`src/rtl/uart_arb_pkg.sv`:
```
// uart_arb_pkg: shared types and helpers for the UART TX arbiter and,
// later, the RX demultiplexer.
//   arb_state_t      : arbiter FSM states (IDLE, HDR, PASS)
//   HDR_BASE_DEFAULT : default upper bits of the channel header byte
//   next_rr()        : round-robin winner search over up to MAX_CH requests
package uart_arb_pkg;

  typedef enum logic [1:0] {
    IDLE = 2'd0,
    HDR  = 2'd1,
    PASS = 2'd2
  } arb_state_t;

  localparam logic [7:0] HDR_BASE_DEFAULT = 8'hF0;
  localparam int         MAX_CH           = 8;

  // Returns the first requesting index found when searching last+1,
  // last+2, ... modulo num_ch, or -1 when nothing is requesting.
  function automatic int next_rr(input logic [MAX_CH-1:0] req,
                                 input logic [2:0]        last,
                                 input int                num_ch);
    int         winner;
    int         idx;
    logic [2:0] idx3;
    winner = -1;
    for (int i = 1; i <= MAX_CH; i++) begin
      idx  = (int'(last) + i) % num_ch;
      idx3 = 3'(idx);
      if (i <= num_ch && winner < 0 && req[idx3]) begin
        winner = idx;
      end
    end
    return winner;
  endfunction

endpackage

```
`src/rtl/rr_picker.sv`:
```
// rr_picker: combinational round-robin priority encoder.
//   req    : per-channel request vector
//   last   : index of the previously served channel (lowest priority now)
//   winner : selected channel index (valid when found=1)
//   found  : at least one request is set
module rr_picker
  import uart_arb_pkg::*;
#(
  parameter  int NUM_CH = 4,
  localparam int IDX_W  = $clog2(NUM_CH)
) (
  input  logic [NUM_CH-1:0] req,
  input  logic [IDX_W-1:0]  last,
  output logic [IDX_W-1:0]  winner,
  output logic              found
);

  logic [MAX_CH-1:0] req_ext;
  int                pick;

  always_comb begin
    req_ext             = '0;
    req_ext[NUM_CH-1:0] = req;
    pick                = next_rr(req_ext, 3'(last), NUM_CH);
    found               = (pick >= 0);
    winner              = found ? IDX_W'(pick) : '0;
  end

endmodule

```
`src/rtl/uart_tx_arbiter.sv`:
```
// uart_tx_arbiter: packet-level round-robin arbiter sharing one uart_tx
// byte stream among NUM_CH AXI-Stream byte sources. A grant is held from
// the first byte until tlast, or until MAX_BURST bytes (0 = unlimited).
// Optional build macro UART_ARB_HDR_EN: each grant starts with a header
// byte HDR_BASE | grant_id so the receiver can demultiplex.
// Ports:
//   clk, reset            : clock, synchronous active-high reset
//   s_axis_tvalid/tready  : per-channel handshake (NUM_CH bits)
//   s_axis_tdata          : channel i on bits [8i+7:8i]
//   s_axis_tlast          : per-channel end of packet
//   m_axis_tvalid/tready  : handshake towards uart_tx
//   m_axis_tdata          : byte towards uart_tx
//   grant_id              : currently granted channel (registered)
//   busy                  : a grant is active
module uart_tx_arbiter
  import uart_arb_pkg::*;
#(
  parameter  int         NUM_CH    = 4,
  parameter  int         MAX_BURST = 256,
  parameter  logic [7:0] HDR_BASE  = HDR_BASE_DEFAULT,
  localparam int         IDX_W     = $clog2(NUM_CH)
) (
  input  logic                clk,
  input  logic                reset,
  input  logic [NUM_CH-1:0]   s_axis_tvalid,
  output logic [NUM_CH-1:0]   s_axis_tready,
  input  logic [NUM_CH*8-1:0] s_axis_tdata,
  input  logic [NUM_CH-1:0]   s_axis_tlast,
  output logic                m_axis_tvalid,
  input  logic                m_axis_tready,
  output logic [7:0]          m_axis_tdata,
  output logic [IDX_W-1:0]    grant_id,
  output logic                busy
);

  localparam int CNT_W = (MAX_BURST < 2) ? 1 : $clog2(MAX_BURST + 1);
  localparam logic [CNT_W-1:0] BURST_LAST =
      (MAX_BURST == 0) ? '0 : CNT_W'(MAX_BURST - 1);

  arb_state_t       state_reg, state_next;
  logic [IDX_W-1:0] last_grant_reg;
  logic [IDX_W-1:0] grant_id_reg;
  logic [CNT_W-1:0] burst_cnt_reg;

  logic [IDX_W-1:0] winner;
  logic             found;
  logic             grant_load;
  logic             xfer;
  logic             burst_hit;
  logic             release_now;

  logic [7:0] lane [NUM_CH];

  for (genvar gi = 0; gi < NUM_CH; gi++) begin : g_lane
    assign lane[gi] = s_axis_tdata[8*gi +: 8];
  end

  rr_picker #(
    .NUM_CH (NUM_CH)
  ) u_picker (
    .req    (s_axis_tvalid),
    .last   (last_grant_reg),
    .winner (winner),
    .found  (found)
  );

  always_comb begin
    state_next    = state_reg;
    m_axis_tvalid = 1'b0;
    m_axis_tdata  = '0;
    s_axis_tready = '0;
    grant_load    = 1'b0;
    xfer          = 1'b0;
    release_now   = 1'b0;
    burst_hit     = (MAX_BURST != 0) && (burst_cnt_reg == BURST_LAST);
    case (state_reg)
      IDLE: begin
        if (found) begin
          grant_load = 1'b1;
`ifdef UART_ARB_HDR_EN
          state_next = HDR;
`else
          state_next = PASS;
`endif
        end
      end
      // Only reachable when the header feature is built in.
      HDR: begin
        m_axis_tvalid = 1'b1;
        m_axis_tdata  = HDR_BASE | 8'(grant_id_reg);
        if (m_axis_tready) begin
          state_next = PASS;
        end
      end
      PASS: begin
        m_axis_tvalid               = s_axis_tvalid[grant_id_reg];
        m_axis_tdata                = lane[grant_id_reg];
        s_axis_tready[grant_id_reg] = m_axis_tready;
        xfer                        = m_axis_tvalid & m_axis_tready;
        // A burst-limit release is not a packet end: the channel keeps
        // its remaining bytes and re-competes from IDLE.
        if (xfer && (s_axis_tlast[grant_id_reg] || burst_hit)) begin
          release_now = 1'b1;
          state_next  = IDLE;
        end
      end
      default: state_next = IDLE;
    endcase
  end

  always_ff @(posedge clk) begin
    if (reset) begin
      state_reg      <= IDLE;
      last_grant_reg <= IDX_W'(NUM_CH - 1);
      grant_id_reg   <= '0;
      burst_cnt_reg  <= '0;
    end else begin
      state_reg <= state_next;
      if (grant_load) begin
        grant_id_reg  <= winner;
        burst_cnt_reg <= '0;
      end else if (xfer) begin
        burst_cnt_reg <= burst_cnt_reg + 1'b1;
      end
      if (release_now) begin
        last_grant_reg <= grant_id_reg;
      end
    end
  end

  assign grant_id = grant_id_reg;
  assign busy     = (state_reg != IDLE);

endmodule

```
`config.mk`:
```
export PLATFORM = sky130hd
export DESIGN_NAME = uart_tx_arbiter
export DESIGN_NICKNAME = d
export VERILOG_FILES = /design/src/rtl/uart_arb_pkg.sv /design/src/rtl/rr_picker.sv /design/src/rtl/uart_tx_arbiter.sv
export SDC_FILE = /design/constraint.sdc
export NUM_CORES = 1
export LEC_CHECK = 0
export BUFFER_PORTS_ARGS = -buffer_cell sky130_fd_sc_hd__buf_2
export CAP_MARGIN = 5
export CORE_AREA = 5 5 58 60
export CTS_BUF_LIST = sky130_fd_sc_hd__clkbuf_8
export DETAILED_ROUTE_END_ITERATION = 7
export DIE_AREA = 0 0 63 65
export GPL_ROUTABILITY_DRIVEN = 0
export PLACE_DENSITY_LB_ADDON = 0.05
export RECOVER_POWER = 100
export SKIP_LAST_GASP = 1
export SYNTH_ARGS = -nofsm -noshare
export SYNTH_HDL_FRONTEND = slang
export SYNTH_HIERARCHICAL = 1
export SYNTH_SLANG_ARGS = --single-unit
```
`constraint.sdc`:
```
create_clock -name clk -period 2 [get_ports clk]
set_clock_uncertainty 0.2 [all_clocks]
set_input_delay 0.3 -clock clk [delete_from_list [all_inputs] [get_ports clk]]
set_output_delay 0.3 -clock clk [all_outputs]
set_load 0.1 [all_outputs]
```
==> impl_metrics.json <==
{
  "synthSimpleGateAreaFrac_pct": 28.2,
  "yosys_warnings": 6,
  "ctsRootBufferMaster": "clkbuf_8",
  "row_count": 20,
  "min_period_ps": 2100,
  "period_share_pct": 105,
  "routed_via_density": 5.26,
  "grt_pass1_vias": 1153,
  "nets": 248,
  "synthCells": 123,
  "hp-class": "in2reg",
  "syn_area_mm2": 0.00108,
  "cp.arrival_ps": 1600,
  "grt_remaining_overflow": 0,
  "r2r_cells": 7,
  "dpl_cell_area_mm2": 0.00159,
  "ir_drop_v": 0.000642,
  "slew_headroom_pct": 63.9,
  "worst_ep_required_time_ps": 1500,
  "antennaDiodeCount": 0,
  "yosysMostFrequentCell": "nor2_1",
  "yosysUniqueCellTypes": 35,
  "grt_max_degree": 17,
  "synth_fa_ha_area_share_pct": 2.32,
  "grt_pass1_wl_mm": 5.66,
  "design.portCount": 59,
  "async_flop_share_pct": 0,
  "end_kind": "output port",
  "ctsHtreeMaxLevel": 1,
  "core-area_mm2": 0.00288,
  "wl_mm": 3.65,
  "antenna_found_initial": 0,
  "synth_top_family_by_area": "simple AND/OR/NAND/NOR gates",
  "rsz0062_at_grt": "yes",
  "dieArea_mm2": 0.00410,
  "synth_compound_area_share_pct": 13.7,
  "hp-start": "reset",
  "drive_gt1_share_pct": 58.4,
  "synth.area.top_cells": "dfxtp_1 (26%), mux4_2 (17%), mux2i_1 (6.5%)",
  "setup-violations-final": 11,
  "cts_tree": "yes",
  "timing.final.ws_setup_ps": -98.0,
  "synth_common_cells": "nor2_1 (17), dfxtp_1 (14), a21oi_1 (11), and2_1 (9), mux4_2 (8)",
  "fillers": 239,
  "drt_iter0_markers": 72,
  "place.port_buffers": 58,
  "drc": 0,
  "synth-edff-count": 0,
  "yosysTopAreaCell": "dfxtp_1",
  "worstHoldPathCells": 2,
  "power.density_mw_per_mm2": 584,
  "final_area_mm2": 0.00190,
  "outcome": "finished with violations",
  "first_pass_iters": 4,
  "violations": "setup timing",
  "largest_register_ffs": 9,
  "synthMuxAreaShare_pct": 23.2,
  "ys_seq_area_share_pct": 26.0,
  "synth_top_area_share_pct": 26.0,
  "grt_util_all_layers_pct": 17.2,
  "finalHoldViolations": 0,
  "syn_nets": 168,
  "min_to": "grant_id[0]",
  "clk_pin_slew_ps": 60,
  "start_util_pct": 37.5,
  "path_class": "reg2out",
  "tns_ps": -662,
  "cap_viol_max_count": 0,
  "r2r_slack_ps": -30,
  "startpoint_type": "flip-flop",
  "die_width_um": 63,
  "dp_hpwl_mm": 2.49,
  "routedWlPerCell_um": 15.5,
  "syn_area_per_cell_um2": 8.77,
  "max_freq_ghz": 0.477,
  "postRouteAntennaNets": 0,
  "r2r_start": "grant_id[0]",
  "synthXorXnorAreaFrac_pct": 0.812,
  "fp.dieH_um": 65,
  "areaGrowthSynthToFinish_pct": 76.0,
  "clock-sinks": 14,
  "worst_slew_pin_slew_ps": 543,
  "clockBufferDepth": 2,
  "cts_buffers": 3,
  "hold_buffers": 0,
  "finalPower_mw": 1.11,
  "r2r_end": "burst_cnt_reg[3]",
  "p_leak_nw": 0.831,
  "synth_ff_type": "dfxtp_1",
  "ys_ff_latch": 14,
  "final-max-slew-violation-count": 0,
  "critPathMaxFanout": 4,
  "clock_latency_ps": 250,
  "vias": 1236
}
cells in the final DEF (no fill, tap or decap), drive strengths merged, types with 6 or more instances in the layout:
master	count
inv	6
mux2i	7
a21oi	11
mux4	8
dfxtp	14
buf	78
and2	9
clkbuf	8
nand2	7
nor2	17
worst max path at each step:
stage,from,to,cells after the start
after floorplan,grant_id[0],m_axis_tdata[0],4
after detailed placement,burst_cnt_reg[0],last_grant_reg[1],8
final,grant_id[0],m_axis_tdata[7],4
after global placement,burst_cnt_reg[0],last_grant_reg[1],8
after CTS,grant_id[0],m_axis_tdata[3],4
after global routing,grant_id[0],m_axis_tdata[3],4
metrics by stage:
| step | setup slack [ps] | instances | util (%) | hold slack [ps] |
|---|---|---|---|---|
| finish | -98.0 | 235 | 66.0 | 109 |
| CTS | -80.7 | 229 | 63.6 | 95.4 |
| global route | -142 | 235 | 66.0 | 133 |
| floorplan | -90.4 | 123 | - | 240 |
| detailed placement | -19.3 | 219 | 55.3 | 263 |
| global placement | 9.37 | 219 | 55.3 | 252 |
cells by family after synthesis:
kind of cell             Yosys count
XOR/XNOR                           1
flip-flops                        14
adder cells (fa/ha/maj)            2
multiplexers                      15
AND/OR/NAND/NOR                   55
buffers and inverters             13
AO/OA/AOI/OAI                     23
per-layer routing:
layer  GRT usage, %  routed length [µm]  share of wire (%)
met5              0                   0                  0
met3           5.37                 282                7.7
met1           22.0                1520                 42
met2           28.8                1830                 50
met4           2.39                  13               0.36
layout make-up:
cell class | instances | area (µm²) | area share [%]
flip-flops and latches | 14 | 292 | 15.4
inverters | 5 | 18.8 | 0.989
clock inverters | 1 | 3.75 | 0.198
multi-input cells | 96 | 811 | 42.7
repair buffers | 83 | 691 | 36.4
clock buffers | 3 | 41.3 | 2.18
well taps | 33 | 41.3 | 2.18
where the power goes:
group | total, mW | switching, mW | internal [mW]
combinational | 0.558 | 0.315 | 0.243
clock | 0.241 | 0.105 | 0.136
sequential | 0.309 | 0.0209 | 0.288
critical path: stages (launching register included):
cell     delay (ps)
dfxtp_4         380
buf_12          120
mux4_2          500
and2_4          190
buf_12          160
what timing repair did:
| action | CTS | global route |
|---|---|---|
| pin swaps | 0 | 2 |
| resized for setup | 35 | 7 |
| buffers inserted | 6 | 6 |
| setup endpoints to repair | 9 | 18 |
Note: power is estimated with default switching activity, not from simulation.
